`src/rtl/cellrv32_npu_package.sv`:
```
// cellrv32_npu_package: NPU instruction format, link sizing and bit-image conversion helpers
package cellrv32_npu_package;
  localparam int INSTRUCTION_WIDTH = 80;
  localparam int INSTR_LINK_WIDTH = 32;
  localparam int INSTR_NUM_WORDS = (INSTRUCTION_WIDTH + INSTR_LINK_WIDTH - 1) / INSTR_LINK_WIDTH;
  typedef struct packed {
    logic [7:0]  opcode;
    logic [31:0] calc_len;
    logic [15:0] acc_addr;
    logic [23:0] buff_addr;
  } instruction_t;
  typedef enum logic {SER_IDLE, SER_SEND} instr_ser_state_t;
  function automatic instruction_t bits_to_instruction(input logic [INSTRUCTION_WIDTH-1:0] b);
    instruction_t i;
    i.opcode    = b[7:0];
    i.calc_len  = b[39:8];
    i.acc_addr  = b[55:40];
    i.buff_addr = b[79:56];
    return i;
  endfunction
  // Image order is the reverse of the struct order: opcode lands in the LSBs
  function automatic logic [INSTRUCTION_WIDTH-1:0] instruction_to_bits(input instruction_t i);
    return {i.buff_addr, i.acc_addr, i.calc_len, i.opcode};
  endfunction
endpackage

```
`src/rtl/cellrv32_npu_instr_serializer.sv`:
```
// cellrv32_npu_instr_serializer: packs instruction_t into its bit image and streams it LSW-first
module cellrv32_npu_instr_serializer
  import cellrv32_npu_package::*;
#(
  parameter int WORD_WIDTH = INSTR_LINK_WIDTH,
  parameter int NUM_WORDS = (INSTRUCTION_WIDTH + WORD_WIDTH - 1) / WORD_WIDTH
) (
  input  logic                         clk_i,
  input  logic                         rst_i,
  input  logic                         instr_valid_i,
  input  logic [INSTRUCTION_WIDTH-1:0] instr_i,
  output logic                         instr_ready_o,
  output logic                         word_valid_o,
  output logic [WORD_WIDTH-1:0]        word_o,
  output logic                         word_last_o,
  input  logic                         word_ready_i,
  output logic                         busy_o,
  output logic [15:0]                  sent_count_o
);
  localparam int SHREG_WIDTH = NUM_WORDS * WORD_WIDTH;
  localparam int IDX_WIDTH = (NUM_WORDS > 1) ? $clog2(NUM_WORDS) : 1;
  instr_ser_state_t state, state_nxt;
  logic [SHREG_WIDTH-1:0] shreg, shreg_nxt;
  logic [IDX_WIDTH-1:0] idx, idx_nxt;
  logic [15:0] sent_count;
  logic word_fire, last_fire;
  always_comb begin
    busy_o = state == SER_SEND;
    word_valid_o = busy_o;
    word_o = shreg[WORD_WIDTH-1:0];
    word_last_o = busy_o && idx == IDX_WIDTH'(NUM_WORDS - 1);
    word_fire = busy_o && word_ready_i;
    last_fire = word_last_o && word_ready_i;
    instr_ready_o = !busy_o || last_fire;
    shreg_nxt = word_fire ? shreg >> WORD_WIDTH : shreg;
    idx_nxt = last_fire ? '0 : word_fire ? idx + 1'b1 : idx;
    state_nxt = last_fire ? SER_IDLE : state;
    // A load in the last-word cycle overrides the return to idle: back-to-back with no bubble
    if (instr_ready_o && instr_valid_i) begin
      shreg_nxt = SHREG_WIDTH'(instruction_to_bits(instruction_t'(instr_i)));
      idx_nxt = '0;
      state_nxt = SER_SEND;
    end
  end
  always_ff @(posedge clk_i) begin
    if (rst_i) begin
      state <= SER_IDLE;
      shreg <= '0;
      idx <= '0;
      sent_count <= '0;
    end else begin
      state <= state_nxt;
      shreg <= shreg_nxt;
      idx <= idx_nxt;
      sent_count <= sent_count + 16'(last_fire);
    end
  end
  assign sent_count_o = sent_count;
endmodule
```
`config.mk`:
```
export PLATFORM = sky130hd
export DESIGN_NAME = cellrv32_npu_instr_serializer
export DESIGN_NICKNAME = d
export VERILOG_FILES = /design/src/rtl/cellrv32_npu_package.sv /design/src/rtl/cellrv32_npu_instr_serializer.sv
export SDC_FILE = /design/constraint.sdc
export NUM_CORES = 1
export LEC_CHECK = 0
export ABC_AREA = 1
export CAP_MARGIN = 10
export CORE_ASPECT_RATIO = 0.5
export CORE_MARGIN = 2
export CORE_UTILIZATION = 52
export DETAILED_ROUTE_END_ITERATION = 6
export PLACE_DENSITY = 0.86
export SYNTH_ARGS = -nofsm -noshare
export SYNTH_HDL_FRONTEND = slang
export SYNTH_SLANG_ARGS = --single-unit
export TNS_END_PERCENT = 5
```
`constraint.sdc`:
```
create_clock -name clk_i -period 6.04 [get_ports clk_i]
set_clock_uncertainty 0.1 [all_clocks]
set_input_delay 1.208 -clock clk_i [delete_from_list [all_inputs] [get_ports clk_i]]
set_output_delay 1.208 -clock clk_i [all_outputs]
set_load 0.05 [all_outputs]
```
==> flow_summary_export.csv, run 1 <==
group,metric,value,unit
die,core_area,0.00880,sq mm
place,routabilityCongestion,0.825,
power_and_ir_drop,vdd_drop_max,0.000137,V
power_and_ir_drop,leakage,2.49,nW
power_and_ir_drop,power,0.00161,W
yosys,synth_compound_area_share,10.8,%
yosys,synth_top_family_by_area,"simple AND/OR/NAND/NOR gates",
clock_tree,cts_inserted_buffers,9,
critical_path,r2r-start,"busy_o$_SDFFE_PP0P_",
sta,finalCritPeriodShare,66.8,%
drt,antenna_left,0,
job,cap_violations,0,
yosys,synth_ff_type,"dfxtp_1",
yosys,synthArstFlopShare,0,%
drt,drcViolationCount,0,
grt,grt_max_degree,97,
sta,worst-slew-pin-transition,1.10,ns
critical_path,path_max_fanout,2,
sta,timing.final.ws_setup,2.00,ns
yosys,synthMuxAreaShare,0,%
sta,setup_tns,0,ns
sta,slew_headroom,26.4,%
worst_hold_path,hold_path_end,"shreg[66]$_SDFFE_PP0P_",
grt,grt.total_usage,20.8,%
critical_path,end_kind,"primary output",
yosys,synth.distinct_cells,25,
critical_path,critPathArrivalTime,2.73,ns
critical_path,rr_worst_depth,10,
grt,grt-ovfl-total,0,
place,dp_hpwl,6960,microns
final_layout,antenna_cells,0,
sta,final_max_slew_viol_count,0,
clock_tree,postCtsSetupRepairBufs,0,
drt,wl_per_cell,11.4,microns
sta,setup_violations,0,
yosys,synthSimpleGateAreaFrac,29.7,%
critical_path,crit_path_start_kind,"primary input",
yosys,synthAdderAreaFrac,1.05,%
grt,antenna_found_initial,0,
final_layout,nets,884,
yosys,yosys_warnings,0,
clock_tree,cts-root-buf,"clkbuf_16",
power_and_ir_drop,power_density,265,mW/mm^2
yosys,syn_nets,805,
worst_hold_path,whs_path_depth,2,
yosys,synth-xor-area-share,0.368,%
die,start_util,54.1,%
yosys,synth_cells,717,
critical_path,cp.required,4.73,ns
clock_tree,cts_tree,"built",
clock_tree,cts_sinks,99,
final_layout,fin_area,0.00609,sq mm
die,die_area,0.00998,sq mm
yosys,synth.yosys.seq_area_share,41.7,%
final_layout,layout-drive-gt1-share,3.37,%
drt,drtPass1Iterations,5,
clock_tree,clockBufferDepth,2,
drt,vias,4311,
die,rows,24,
yosys,avgSynthCellArea,6.63,sq um
drt,vias_per_cell,4.70,
drt,finalWirelength,10400,microns
place,pre_cts_ws,2.01,ns
clock_tree,path_clk_slew,0.06,ns
place,place_area,0.00578,sq mm
yosys,synth-edff-count,0,
drt,dr.first_iter.drc_count,265,
die,die_w,139,microns
critical_path,critPathKind,"in2out",
yosys,syn_area,0.00476,sq mm
clock_tree,holdBufCountCts,0,
critical_path,cp-startpoint,"word_ready_i",
status,outcome,"finished clean",
die,ios,136,
critical_path,r2r_slack,3.66,ns
place,portBuffers,135,
final_layout,fin_util,69.2,%
clock_tree,cts_resized,0,
yosys,yosys_register_bits,99,
grt,grt_pass1_vias,3833,
sta,fmax,0.248,GHz
clock_tree,cts_max_level,3,
sta,hold_viol_final,0,
die,die_h,71.6,microns
final_layout,syn2layout_area_growth,27.9,%
critical_path,r2r-end,"sent_count_o[12]$_SDFF_PP0_",
clock_tree,clock_latency,0.33,ns
sta,rsz0062_at_grt,"no",
worst_hold_path,min_path_type,"reg2reg",
worst_hold_path,min_from,"shreg[66]$_SDFFE_PP0P_",
grt,grt_pass1_wl,17000,microns
sta,period_minus_slack,4.04,ns
-- layout make-up --
class	count	area [sq um]
Fill cell	759	2710
Tap cell	117	146
Timing Repair Buffer	139	1380
Inverter	72	270
Clock buffer	10	239
Multi-Input combinational cell	475	2010
Sequential cell	99	1980
Clock inverter	6	65.1
-- sequential cells by signal (all words and copies together) (netlist names) --
signal	count
idx	2
sent_count_o	16
shreg	80
busy_o	1
-- per-stage QoR --
step / std cells / hold slack, ns
2_1_floorplan: 717 / 0.344
3_3_place_gp: 902 / 0.352
3_5_place_dp: 902 / 0.355
4_1_cts: 918 / 0.365
5_1_grt: 918 / 0.379
6_report: 918 / 0.363
-- worst max-delay path, stage by stage --
cell and delay [ns]:
clkdlybuf4s50_1 0.54, a21oi_2 0.10, inv_1 0.08, clkdlybuf4s50_1 0.80
-- cells in the mapped netlist (2+ instances only) --
cell      count  share of area [%]
nand2_1     186                 15
nor2_1      170                 13
dfxtp_1      99                 42
inv_1        71                5.6
o21ai_0      52                5.5
a21oi_1      42                4.4
buf_4        38                6.0
buf_6        12                2.8
buf_2        11                1.2
clkbuf_1     10               0.79
nand3_1       8               0.84
ha_1          4                1.1
nor3_1        2               0.21
-- how the worst max path moves through the flow --
stage                                to  slack (ns)
final                     instr_ready_o        2.00
after detailed placement  instr_ready_o        2.01
after global placement    instr_ready_o        2.03
after floorplan           instr_ready_o        3.16
after CTS                 instr_ready_o        2.01
after global routing      instr_ready_o        1.95
-- where the power goes --
| group | total (W) | leakage, nW | internal, W | switching, W |
|---|---|---|---|---|
| Combinational | 0.000319 | 1.53 | 0.000128 | 0.000191 |
| Sequential | 0.000715 | 0.813 | 0.000695 | 0.0000204 |
| Clock | 0.000576 | 0.148 | 0.000332 | 0.000244 |
-- routing by layer --
metal | share of wire [%] | wire [microns] | GRT usage, % | vias to the layer above
li1 | - | - | - | 2299
met4 | 1.0 | 104 | 5.84 | 0
met1 | 45 | 4650 | 25.3 | 1899
met3 | 4.3 | 451 | 3.94 | 13
met2 | 50 | 5220 | 38.4 | 100
met5 | 0 | 0 | 0 | -
-- cells by family (layout without fill, tap and decap cells) --
| family | Yosys count | after routing |
|---|---|---|
| AOI/OAI and AO/OA | 99 | 99 |
| adders and majority gates | 4 | 4 |
| DFF | 99 | 99 |
| xor gates and xnor gates | 2 | 2 |
| buffers and inverters | 143 | 227 |
| and+or+nand+nor | 370 | 370 |
-- placed cells by master (no fill, tap or decap), drive strengths merged, types with 5 or more instances in the layout --
| cell type | count |
|---|---|
| clkdlybuf4s50 | 134 |
| nand2 | 187 |
| o21ai | 53 |
| nor2 | 170 |
| buf | 5 |
| clkbuf | 10 |
| dfxtp | 99 |
| a21oi | 43 |
| nand3 | 8 |
| inv | 72 |
(Power assumes the default switching activity.)
==> inputs of run 2 (changes only) <==
--- a/config.mk
+++ b/config.mk
@@ -9,9 +9,9 @@
 export CAP_MARGIN = 10
 export CORE_ASPECT_RATIO = 0.5
 export CORE_MARGIN = 2
-export CORE_UTILIZATION = 52
+export CORE_UTILIZATION = 48
 export DETAILED_ROUTE_END_ITERATION = 6
-export PLACE_DENSITY = 0.86
+export PLACE_DENSITY = 0.8
 export SYNTH_ARGS = -nofsm -noshare
 export SYNTH_HDL_FRONTEND = slang
 export SYNTH_SLANG_ARGS = --single-unit
==> constraint.sdc (replaced) <==
create_clock -name clk_i -period 4.1 [get_ports clk_i]
set_clock_uncertainty 0.1 [all_clocks]
set_input_delay 0.82 -clock clk_i [delete_from_list [all_inputs] [get_ports clk_i]]
set_output_delay 0.82 -clock clk_i [all_outputs]
set_load 0.05 [all_outputs]
==> run 2 against run 1 <==
Compared with the run above: sequential power up 47%; combinational power is 49% higher; utilization is 4.9 points lower; first-iteration DRC count shrank 46%; critical endpoint unchanged; largest power group unchanged.
==> flow_summary_export.csv, run 2 (synthesis results as in run 1) <==
group,metric,value,unit
clock_tree,clock_latency,0.33,ns
power_and_ir_drop,power.switching,0.000668,W
place,place_area,0.00583,sq mm
power_and_ir_drop,vdd_drop_max,0.000207,V
final_layout,fin_area,0.00614,sq mm
sta,final_max_slew_viol_count,0,
drt,vias,4306,
sta,whs,0.364,ns
critical_path,r2r-end,"sent_count_o[14]$_SDFF_PP0_",
grt,grt-ovfl-total,0,
drt,dr.first_iter.drc_count,143,
final_layout,nets,886,
clock_tree,cts_inserted_buffers,9,
final_layout,top_register,"shreg",
clock_tree,path_clk_slew,0.07,ns
clock_tree,clockBufferDepth,2,
critical_path,critPathArrivalTime,2.30,ns
clock_tree,postCtsSetupRepairBufs,0,
critical_path,cp.required,3.18,ns
place,routabilityCongestion,0.878,
sta,finalCritPeriodShare,78.5,%
final_layout,layout_commonest_cell,"nand2_1",
critical_path,critPathKind,"in2out",
die,rows,25,
critical_path,cp_common_cell,"clkdlybuf4s50_1",
sta,fmax,0.311,GHz
clock_tree,cts-root-buf,"clkbuf_16",
critical_path,cp_slowest_stage_delay,0.80,ns
clock_tree,cts_resized,0,
sta,rsz0062_at_grt,"no",
critical_path,slowest_stage,"clkdlybuf4s50_1",
clock_tree,cts_max_level,3,
power_and_ir_drop,leakage,2.51,nW
sta,hold_viol_final,0,
die,die_h,74.4,microns
critical_path,r2r_slack,1.76,ns
grt,grt_pass1_vias,3955,
drt,drtPass1Iterations,4,
die,start_util,49.9,%
grt,grt_pass1_wl,17600,microns
die,die_area,0.0108,sq mm
final_layout,antenna_cells,0,
grt,grt.total_usage,20.5,%
die,die_w,145,microns
critical_path,path_max_fanout,2,
power_and_ir_drop,clockPowerShare,35.6,%
critical_path,path_cells,"clkdlybuf4s50_1 > a21oi_2 > inv_1 > clkdlybuf4s50_1",
final_layout,layout-drive-gt1-share,3.61,%
worst_hold_path,min_path_type,"reg2reg",
sta,setup_tns,0,ns
grt,antenna_found_initial,0,
clock_tree,cts_sinks,99,
final_layout,final_cell_mix,"186 x nand2_1, 169 x nor2_1, 134 x clkdlybuf4s50_1",
critical_path,end_kind,"primary output",
critical_path,r2r-start,"busy_o$_SDFFE_PP0P_",
critical_path,cp-startpoint,"word_ready_i",
critical_path,rr_worst_depth,9,
drt,wl_per_cell,11.3,microns
grt,grt_max_degree,129,
power_and_ir_drop,pwr-share-seq,44.4,%
clock_tree,cts_tree,"built",
power_and_ir_drop,combPwrFrac,20.0,%
status,outcome,"finished clean",
critical_path,crit_path_start_kind,"primary input",
final_layout,syn2layout_area_growth,29.0,%
final_layout,largest_register_ffs,80,
clock_tree,holdBufCountCts,0,
critical_path,crit_path_end,"instr_ready_o",
die,core_area,0.00954,sq mm
sta,worst-slew-pin-transition,0.838,ns
power_and_ir_drop,p_int,0.00171,W
job,cap_violations,0,
drt,vias_per_cell,4.59,
power_and_ir_drop,switching_share,28.1,%
sta,setup_violations,0,
place,portBuffers,135,
die,ios,136,
drt,antenna_left,0,
sta,slew_headroom,44.1,%
sta,period_minus_slack,3.22,ns
power_and_ir_drop,power_density,387,mW/mm^2
place,dp_hpwl,7080,microns
power_and_ir_drop,power,0.00237,W
drt,finalWirelength,10600,microns
drt,drcViolationCount,0,
==> run 2: cell count changes in the layout (fill, tap and decap cells not counted), sizes merged <==
cell  delta
buf      +2
==> run 2: how the worst min path moves through the flow <==
stage | start | endpoint | slack (ns) | cells after the start
CTS | shreg[57]$_SDFFE_PP0P_ | shreg[57]$_SDFFE_PP0P_ | 0.37 | 2
floorplan | shreg[53]$_SDFFE_PP0P_ | shreg[53]$_SDFFE_PP0P_ | 0.34 | 2
global route | shreg[57]$_SDFFE_PP0P_ | shreg[57]$_SDFFE_PP0P_ | 0.38 | 2
detailed placement | shreg[57]$_SDFFE_PP0P_ | shreg[57]$_SDFFE_PP0P_ | 0.36 | 2
finish | shreg[52]$_SDFFE_PP0P_ | shreg[52]$_SDFFE_PP0P_ | 0.36 | 2
global placement | shreg[65]$_SDFFE_PP0P_ | shreg[65]$_SDFFE_PP0P_ | 0.35 | 2
==> run 2: cell type report <==
cell class              instances  area, sq um
flip-flops and latches         99         1980
clock inverters                 6         65.1
multi-input cells             475         2010
clock buffers                  10          239
well taps                     135          169
inverters                      72          270
repair buffers                141         1400
fillers                       886         3400
==> run 2: critical path: cells and delay by family <==
kind                   cells  cell delay (ns)
AOI/OAI and AO/OA          1             0.09
buffers and inverters      3             1.39
==> run 2: routing by layer <==
layer	track usage, %	wire length [microns]	vias up
met5	0	0	-
met4	4.96	93	0
met3	5.60	460	6
met2	37.8	5210	99
met1	24.0	4790	1902
li1	-	-	2299
==> run 2: metrics by stage <==
stage | utilization, % | setup WS, ns | instances
2_1_floorplan | - | 1.75 | 717
3_3_place_gp | 61.1 | 0.901 | 922
3_5_place_dp | 61.1 | 0.879 | 922
4_1_cts | 64.3 | 0.870 | 938
5_1_grt | 64.3 | 0.828 | 938
6_report | 64.3 | 0.880 | 938
==> run 2: power by group through the flow <==
stage	sequential (W)	clock (W)	combinational, W
floorplan	0.00107	0	0.000357
global placement	0.00107	0	0.000469
detailed placement	0.00107	0	0.000476
CTS	0.00105	0.000869	0.000478
global route	0.00106	0.000912	0.000522
finish	0.00105	0.000845	0.000474
